**config.mk**
```make
export PLATFORM = sky130hd
export DESIGN_NAME = a1csa_pipe
export DESIGN_NICKNAME = d
export VERILOG_FILES = /design/src/rtl/a1csa_pkg.sv /design/src/rtl/a1csa_blk.sv /design/src/rtl/a1csa_pipe.sv
export SDC_FILE = /design/constraint.sdc
export NUM_CORES = 1
export LEC_CHECK = 0
export CORE_MARGIN = 4
export CORE_UTILIZATION = 33
export CTS_CLUSTER_DIAMETER = 150
export DETAILED_ROUTE_END_ITERATION = 10
export GPL_TIMING_DRIVEN = 0
export PLACE_DENSITY = 0.66
export SLEW_MARGIN = 0
export SYNTH_ARGS = -nofsm -noshare
export SYNTH_HDL_FRONTEND = slang
export SYNTH_SLANG_ARGS = --single-unit
```
**constraint.sdc**
```tcl
create_clock -name clk -period 3.1 [get_ports clk]
set_input_delay 0.775 -clock clk [delete_from_list [all_inputs] [get_ports clk]]
set_output_delay 0.775 -clock clk [all_outputs]
set_load 0.1 [all_outputs]
```
**src/rtl/a1csa_pkg.sv**
```systemverilog
// Shared helpers for the add-one carry-select pipeline: block-count function and
// the encoding used for per-stage valid flags.
package a1csa_pkg;

  function automatic int unsigned nblk(input int unsigned w, input int unsigned b);
    return w / b;
  endfunction

  localparam logic StageEmpty = 1'b0;
  localparam logic StageFull  = 1'b1;

endpackage

```
**src/rtl/a1csa_blk.sv**
```systemverilog
// Combinational B-bit block: uncarried sum with generate/propagate flags, plus an
// add-one select that yields s0 or s0+1 depending on the incoming block carry.
module a1csa_blk #(
  parameter int unsigned B = 4
) (
  input  logic [B-1:0] a,
  input  logic [B-1:0] b,
  input  logic         sel,
  output logic [B-1:0] s0,
  output logic         gen,
  output logic         prop,
  output logic [B-1:0] rs
);

  always_comb begin
    {gen, s0} = {1'b0, a} + {1'b0, b};
    prop      = &s0;
    rs        = sel ? (s0 + B'(1)) : s0;
  end

endmodule

```
**src/rtl/a1csa_pipe.sv**
```systemverilog
// Two-stage pipelined add-one carry-select adder/subtractor with valid/ready handshake.
// Stage 1 registers per-block sums and g/p flags; stage 2 resolves the block carry chain.
module a1csa_pipe
  import a1csa_pkg::*;
#(
  parameter int unsigned W = 16,
  parameter int unsigned B = 4
) (
  input  logic         clk,
  input  logic         rst,
  input  logic         in_valid,
  output logic         in_ready,
  input  logic [W-1:0] a,
  input  logic [W-1:0] b,
  input  logic         cin,
  input  logic         sub,
  output logic         out_valid,
  input  logic         out_ready,
  output logic [W-1:0] s,
  output logic         cout,
  output logic         ovf
);

  localparam int unsigned NB = nblk(W, B);

  if ((W % B) != 0 || B < 2 || W < B) begin : g_param_check
    $error("a1csa_pipe: W must be a multiple of B, with W >= B and B >= 2");
  end

  logic [W-1:0]         bb;
  logic [NB-1:0][B-1:0] s0_c, s0_q, res_c;
  logic [NB-1:0]        g_c, p_c, g_q, p_q;
  logic [NB:0]          c;
  logic                 eff_cin_q, xmsb_q, v1_q, v2_q;
  logic                 stage1_ready, stage2_ready, in_fire, c_into_msb;
  logic [W-1:0]         s_q;
  logic                 cout_q, ovf_q;

  // Outputs the block exposes that a given instance has no use for.
  logic [NB-1:0][B-1:0] unused_rs1, unused_s0_2;
  logic [NB-1:0]        unused_g2, unused_p2;

  assign bb = sub ? ~b : b;

  for (genvar k = 0; k < NB; k++) begin : g_blk
    a1csa_blk #(.B(B)) u_stage1 (
      .a    (a[k*B +: B]),
      .b    (bb[k*B +: B]),
      .sel  (1'b0),
      .s0   (s0_c[k]),
      .gen  (g_c[k]),
      .prop (p_c[k]),
      .rs   (unused_rs1[k])
    );

    a1csa_blk #(.B(B)) u_stage2 (
      .a    (s0_q[k]),
      .b    ('0),
      .sel  (c[k]),
      .s0   (unused_s0_2[k]),
      .gen  (unused_g2[k]),
      .prop (unused_p2[k]),
      .rs   (res_c[k])
    );
  end

  always_comb begin
    c    = '0;
    c[0] = eff_cin_q;
    for (int k = 0; k < NB; k++) begin
      c[k+1] = g_q[k] | (p_q[k] & c[k]);
    end
  end

  // Result MSB = a^bb^carry-in at that bit, so the carry into the MSB falls out of an XOR.
  assign c_into_msb = res_c[NB-1][B-1] ^ xmsb_q;

  assign stage2_ready = (v2_q == StageEmpty) | out_ready;
  assign stage1_ready = (v1_q == StageEmpty) | stage2_ready;
  assign in_ready     = stage1_ready & ~rst;
  assign in_fire      = in_valid & in_ready;

  always_ff @(posedge clk) begin
    if (in_fire) begin
      s0_q      <= s0_c;
      g_q       <= g_c;
      p_q       <= p_c;
      eff_cin_q <= sub | cin;
      xmsb_q    <= a[W-1] ^ bb[W-1];
    end
  end

  always_ff @(posedge clk) begin
    if (rst) begin
      v1_q   <= StageEmpty;
      v2_q   <= StageEmpty;
      s_q    <= '0;
      cout_q <= 1'b0;
      ovf_q  <= 1'b0;
    end else begin
      if (in_fire) begin
        v1_q <= StageFull;
      end else if (stage2_ready) begin
        v1_q <= StageEmpty;
      end
      if (stage2_ready) begin
        v2_q <= v1_q;
        if (v1_q == StageFull) begin
          s_q    <= res_c;
          cout_q <= c[NB];
          ovf_q  <= c_into_msb ^ c[NB];
        end
      end
    end
  end

  assign out_valid = v2_q;
  assign s         = s_q;
  assign cout      = cout_q;
  assign ovf       = ovf_q;

endmodule

```
# After elaboration in Yosys (flattened, before gate mapping)
# Index checks and enable logic that the tools add are counted.
# totals
register_bits,46
latch_bits,0
mem_bits_rw,0
romBits,0
in_bits,38
out_inout_bits,20
wordCells,54
mem_count,0
# op_classes
addsub,8
n_mul,0
n_div,0
order_cmp,0
n_eq_ne,0
shifts,0
n_mux,7
bitwise_logic,20
n_reduce_logical,6
# ops
cell,n
4-bit by 4-bit adder with 5-bit output,4
"4-bit by 1-bit adder with 4-bit output, second input constant",4
16-bit 2-to-1 mux,1
4-bit 2-to-1 mux,4
16-bit NOT,1
4-bit AND reduction,4
1-bit OR,7
1-bit bitwise AND,6
1-bit NOT,3
1-bit bitwise XOR,3
1-bit 2-to-1 mux,2
2-bit AND reduction,1
2-bit nonzero test,1

# Depth between registers and ports, before layout
# logic_depth
ltp_word,9
ltp_mapped,9

# By module
# From an unflattened synthesis, not the netlist that was laid out.
# hier_totals
cells_unflattened,376
hier_area_um2,3733.6
# by_module_without_submodules
module,n_inst,cells_per_inst,area_per_inst_um2
a1csa_blk,8,29,250.2
a1csa_pipe,1,144,1731.7

# Worst setup path before layout
# Ideal clock, no wire load.
# synth_timing
kind,reg-to-reg
from,"register v2_q, in the netlist out_valid"
to,"register eff_cin_q, enable pin"
setup_ps,385
arrival_time_ps,3310
path_slack_ps,-595
path_stages_with_launch,4
period_less_slack_ps,3695
path_cell_list,dfxtp_1 nor2b_1 a21oi_1 and2_1
# synth_between
elab_chain_len,5
# synth_lines
element,line_no,text
from (decl),a1csa_pipe.sv:34,"logic eff_cin_q, xmsb_q, v1_q, v2_q;"
from (signal assigned),a1csa_pipe.sv:96,v2_q <= StageEmpty;
from (signal assigned),a1csa_pipe.sv:107,v2_q <= v1_q;
1-bit NOT,a1csa_pipe.sv:78,assign stage2_ready = (v2_q == StageEmpty) | out_ready;
1-bit OR,a1csa_pipe.sv:78,
1-bit OR,a1csa_pipe.sv:79,assign stage1_ready = (v1_q == StageEmpty) | stage2_ready;
1-bit bitwise AND,a1csa_pipe.sv:80,assign in_ready = stage1_ready & ~rst;
via in_ready,a1csa_pipe.sv:12,"output logic in_ready,"
1-bit bitwise AND,a1csa_pipe.sv:81,assign in_fire = in_valid & in_ready;
via in_fire,a1csa_pipe.sv:35,"logic stage1_ready, stage2_ready, in_fire, c_into_msb;"
to (signal assigned),a1csa_pipe.sv:88,eff_cin_q <= sub | cin;
to (decl),a1csa_pipe.sv:34,
# The timed path passes the listed nets, and every way through them passes these cells.
# A chain may end at the register's enable or synchronous reset.

# Worst setup path in the final report
# layout_timing
from,input rst
to,output in_ready
# layout_between
elab_chain_len,2
# layout_lines
element,line_no,text
from (decl),a1csa_pipe.sv:10,"input logic rst,"
1-bit NOT,a1csa_pipe.sv:80,
1-bit bitwise AND,a1csa_pipe.sv:80,
to (decl),a1csa_pipe.sv:12,
# No other way between the ends.

==> impl_metrics.csv <==
group,metric,value,unit
detailed_routing,drt_iter0_markers,39,
placement,dp.final_hpwl,3900,µm
sta,rsz0062_at_grt,"no",
power,p_comb_share,29.5,%
detailed_routing,routed_wl,4660,µm
power,intPower,1130,µW
sta,fin_worst_skew,3.97,ps
logic_synthesis,yosys-top-cells-area,"edfxtp_1 (31%), dfxtp_1 (16%), ha_1 (9.8%), xor2_1 (8.6%), xnor2_1 (3.8%)",
power,vdd_drop_max,0.000186,V
logic_synthesis,syn_avg_cell_area,11.0,µm²
power,clockPowerShare,25.1,%
worst_setup_path,r2r_start,"out_valid$_SDFFE_PP0P_",
worst_setup_path,worst_setup_path_start_kind,"primary input",
worst_setup_path,worstPathArrival,2170,ps
finish,final_util,45.2,%
finish,stdcell_area,0.00335,mm²
sta,finalCritPeriodShare,94.9,%
sta,finalHoldViolCount,0,
detailed_routing,via_count,1773,
worst_setup_path,crit_path_start,"rst",
finish,final_cell_mix,"clkdlybuf4s50_1 (55), edfxtp_1 (26), xor2_1 (25)",
power,p_sw_share,30.7,%
detailed_routing,vias_per_cell,4.49,
sta,fin_setup_tns,0,ps
clock_network,cts_buffers,5,
run,drv_cap,0,
sta,fin_crit,2940,ps
grt,grt_start_max_net_pins,27,
detailed_routing,drc,0,
placement,placed_cell_area,0.00325,mm²
finish,final_common_cell,"clkdlybuf4s50_1",
finish,n_fill_cell,706,
placement,io_buffers,56,
grt,first_global_vias,1752,
detailed_routing,wire_per_inst,11.8,µm
detailed_routing,postRouteAntennaNets,0,
worst_setup_path,end_kind,"primary output",
die,die_x,96.0,µm
logic_synthesis,synth_top_cell_area_share,30.5,%
die,io_pins,58,
grt,groute.usage.overall,10.9,%
clock_network,post_cts_buffers,0,
logic_synthesis,synth_cell_type_count,34,
power,p_per_area,488,mW/mm²
clock_network,cts_hold_buf,0,
clock_network,clock-root-buffer,"clkbuf_8",
sta,fmax,0.340,GHz
die,core_region_area,0.00741,mm²
power,finalPower,1630,µW
clock_network,clkSinkCount,46,
die,fp.dieArea,0.00922,mm²
clock_network,clk_latency,290,ps
grt,antenna_found_initial,0,
hold_path,worstHoldStart,"s[10]$_SDFFE_PP0P_",
die,rows,31,
die,die_h,96.0,µm
clock_network,cts_tree,"built",
sta,slew_headroom,25.7,%
logic_synthesis,syn-num-nets,295,
placement,gp_congestion,0.736,
status,status,"completed",
logic_synthesis,syn_area,0.00256,mm²
detailed_routing,first_pass_iters,4,
clock_network,htree_levels,2,
sta,setup_slack,160,ps
grt,grt_pass1_wl,7870,µm
placement,pre_cts_slack,-497,ps
clock_network,cts_buffer_depth,2,
logic_synthesis,syn_inst,233,
power,leakagePower,0.00131,µW
sta,worst_pin_slew,1120,ps
worst_setup_path,crit_type,"primary input to primary output",
finish,n_antenna_cell,0,
hold_path,hold_class,"register to register",
sta,setup_viol,0,
worst_setup_path,required,2320,ps
grt,grt_overflow,0,
finish,drive_gt1_share,5.74,%
clock_network,path_clk_slew,70,ps
power,p_seq_share,45.4,%
sta,slew_viol_final,0,
finish,nets,358,
finish,syn2layout_area_growth,31.0,%
power,switchingPower,502,µW
logic_synthesis,ys_ff_latch,46,
worst_setup_path,crit_fanout,10,
die,start_util,34.5,%
logic_synthesis,ys_warn_count,0,
logic_synthesis,synth.yosys.seq_area_share,46.2,%
logic_synthesis,yosysTopAreaCell,"edfxtp_1",
==> sequential cells by signal (all words and copies together), names as in the netlist, 4 cells and up <==
name	count
s0_q	16
g_q	4
p_q	4
s	16
==> logic make-up (layout without fill, tap and decap cells) <==
family | after synthesis | count (layout) | share of synthesized area [%]
simple gates | 58 | 58 | 11.6
flops | 46 | 46 | 46.2
compound gates | 41 | 41 | 11.0
xor+xnor | 36 | 36 | 12.3
fa+ha+maj | 24 | 24 | 12.9
buf+inv | 22 | 85 | 3.62
mux | 6 | 6 | 2.35
==> synth_stat cells <==
library cell  instances
mux2i_1               6
a21oi_4               1
and2_1                1
o22ai_1               1
nand2b_1              6
a21oi_1              11
or2_2                 1
nand4_1               4
or3b_2                1
dfxtp_1              20
a21o_2                1
and4_1                4
nand3_1               2
inv_1                14
a211oi_1             11
fa_1                  4
o2bb2ai_1             1
nand2_1              10
buf_2                 2
o2111a_1              1
nor2_1               22
edfxtp_1             26
xor2_1               25
a311oi_1              2
clkbuf_1              5
buf_6                 1
a21o_1                6
xnor2_1              11
o21ai_0               5
ha_1                 20
nor3_1                1
or4_4                 1
o21ai_1               1
nor2b_1               5
==> final cells by class <==
cell class                 count  area (µm²)  share of cell area (%)
multi-input combinational    165        1290                    38.4
sequential                    46        1180                    35.3
timing repair buffer          56         562                    16.8
tap                           99         124                    3.70
clock buffer                   5        68.8                    2.05
inverter                      14        52.6                    1.57
buffer                         8        41.3                    1.23
clock inverter                 2        33.8                    1.01
==> per-layer routing <==
metal	track usage, %	routed length (µm)
met2	17.8	2070
met3	2.66	291
met5	0	0
met1	14.3	2230
met4	3.55	72
==> power by group through the flow <==
| stage | Combinational [µW] | Clock (µW) | Sequential [µW] |
|---|---|---|---|
| final | 482 | 410 | 741 |
| after detailed placement | 490 | 0 | 756 |
| after CTS | 490 | 423 | 742 |
| after global placement | 480 | 0 | 755 |
| after global routing | 533 | 450 | 748 |
| after floorplan | 220 | 0 | 880 |
==> metrics by stage <==
stage | hold slack [ps] | instances
2_1_floorplan | 495 | 233
3_3_place_gp | 479 | 388
3_5_place_dp | 484 | 388
4_1_cts | 501 | 395
5_1_grt | 526 | 395
6_report | 499 | 395
==> worst max-delay path: stages <==
cell	delay, ps
clkdlybuf4s50_1	440
clkbuf_2	220
a21oi_2	160
clkdlybuf4s15_2	570
==> worst paths after layout <==
kind                                           end  slack [ps]  cells past startpoint
worst max-delay path                      in_ready         160                      4
worst min register to register  s[10]$_SDFFE_PP0P_         500                      2
worst min-delay path            s[10]$_SDFFE_PP0P_         500                      2
worst max register to register    p_q[0]$_DFFE_PP_        1190                      3
==> repair_timing <==
item                                   CTS  global route
gates resized for setup                  3             2
setup endpoints to repair                1             1
endpoints found under the hold margin    0             0
Note: power is estimated with default switching activity, not from simulation.
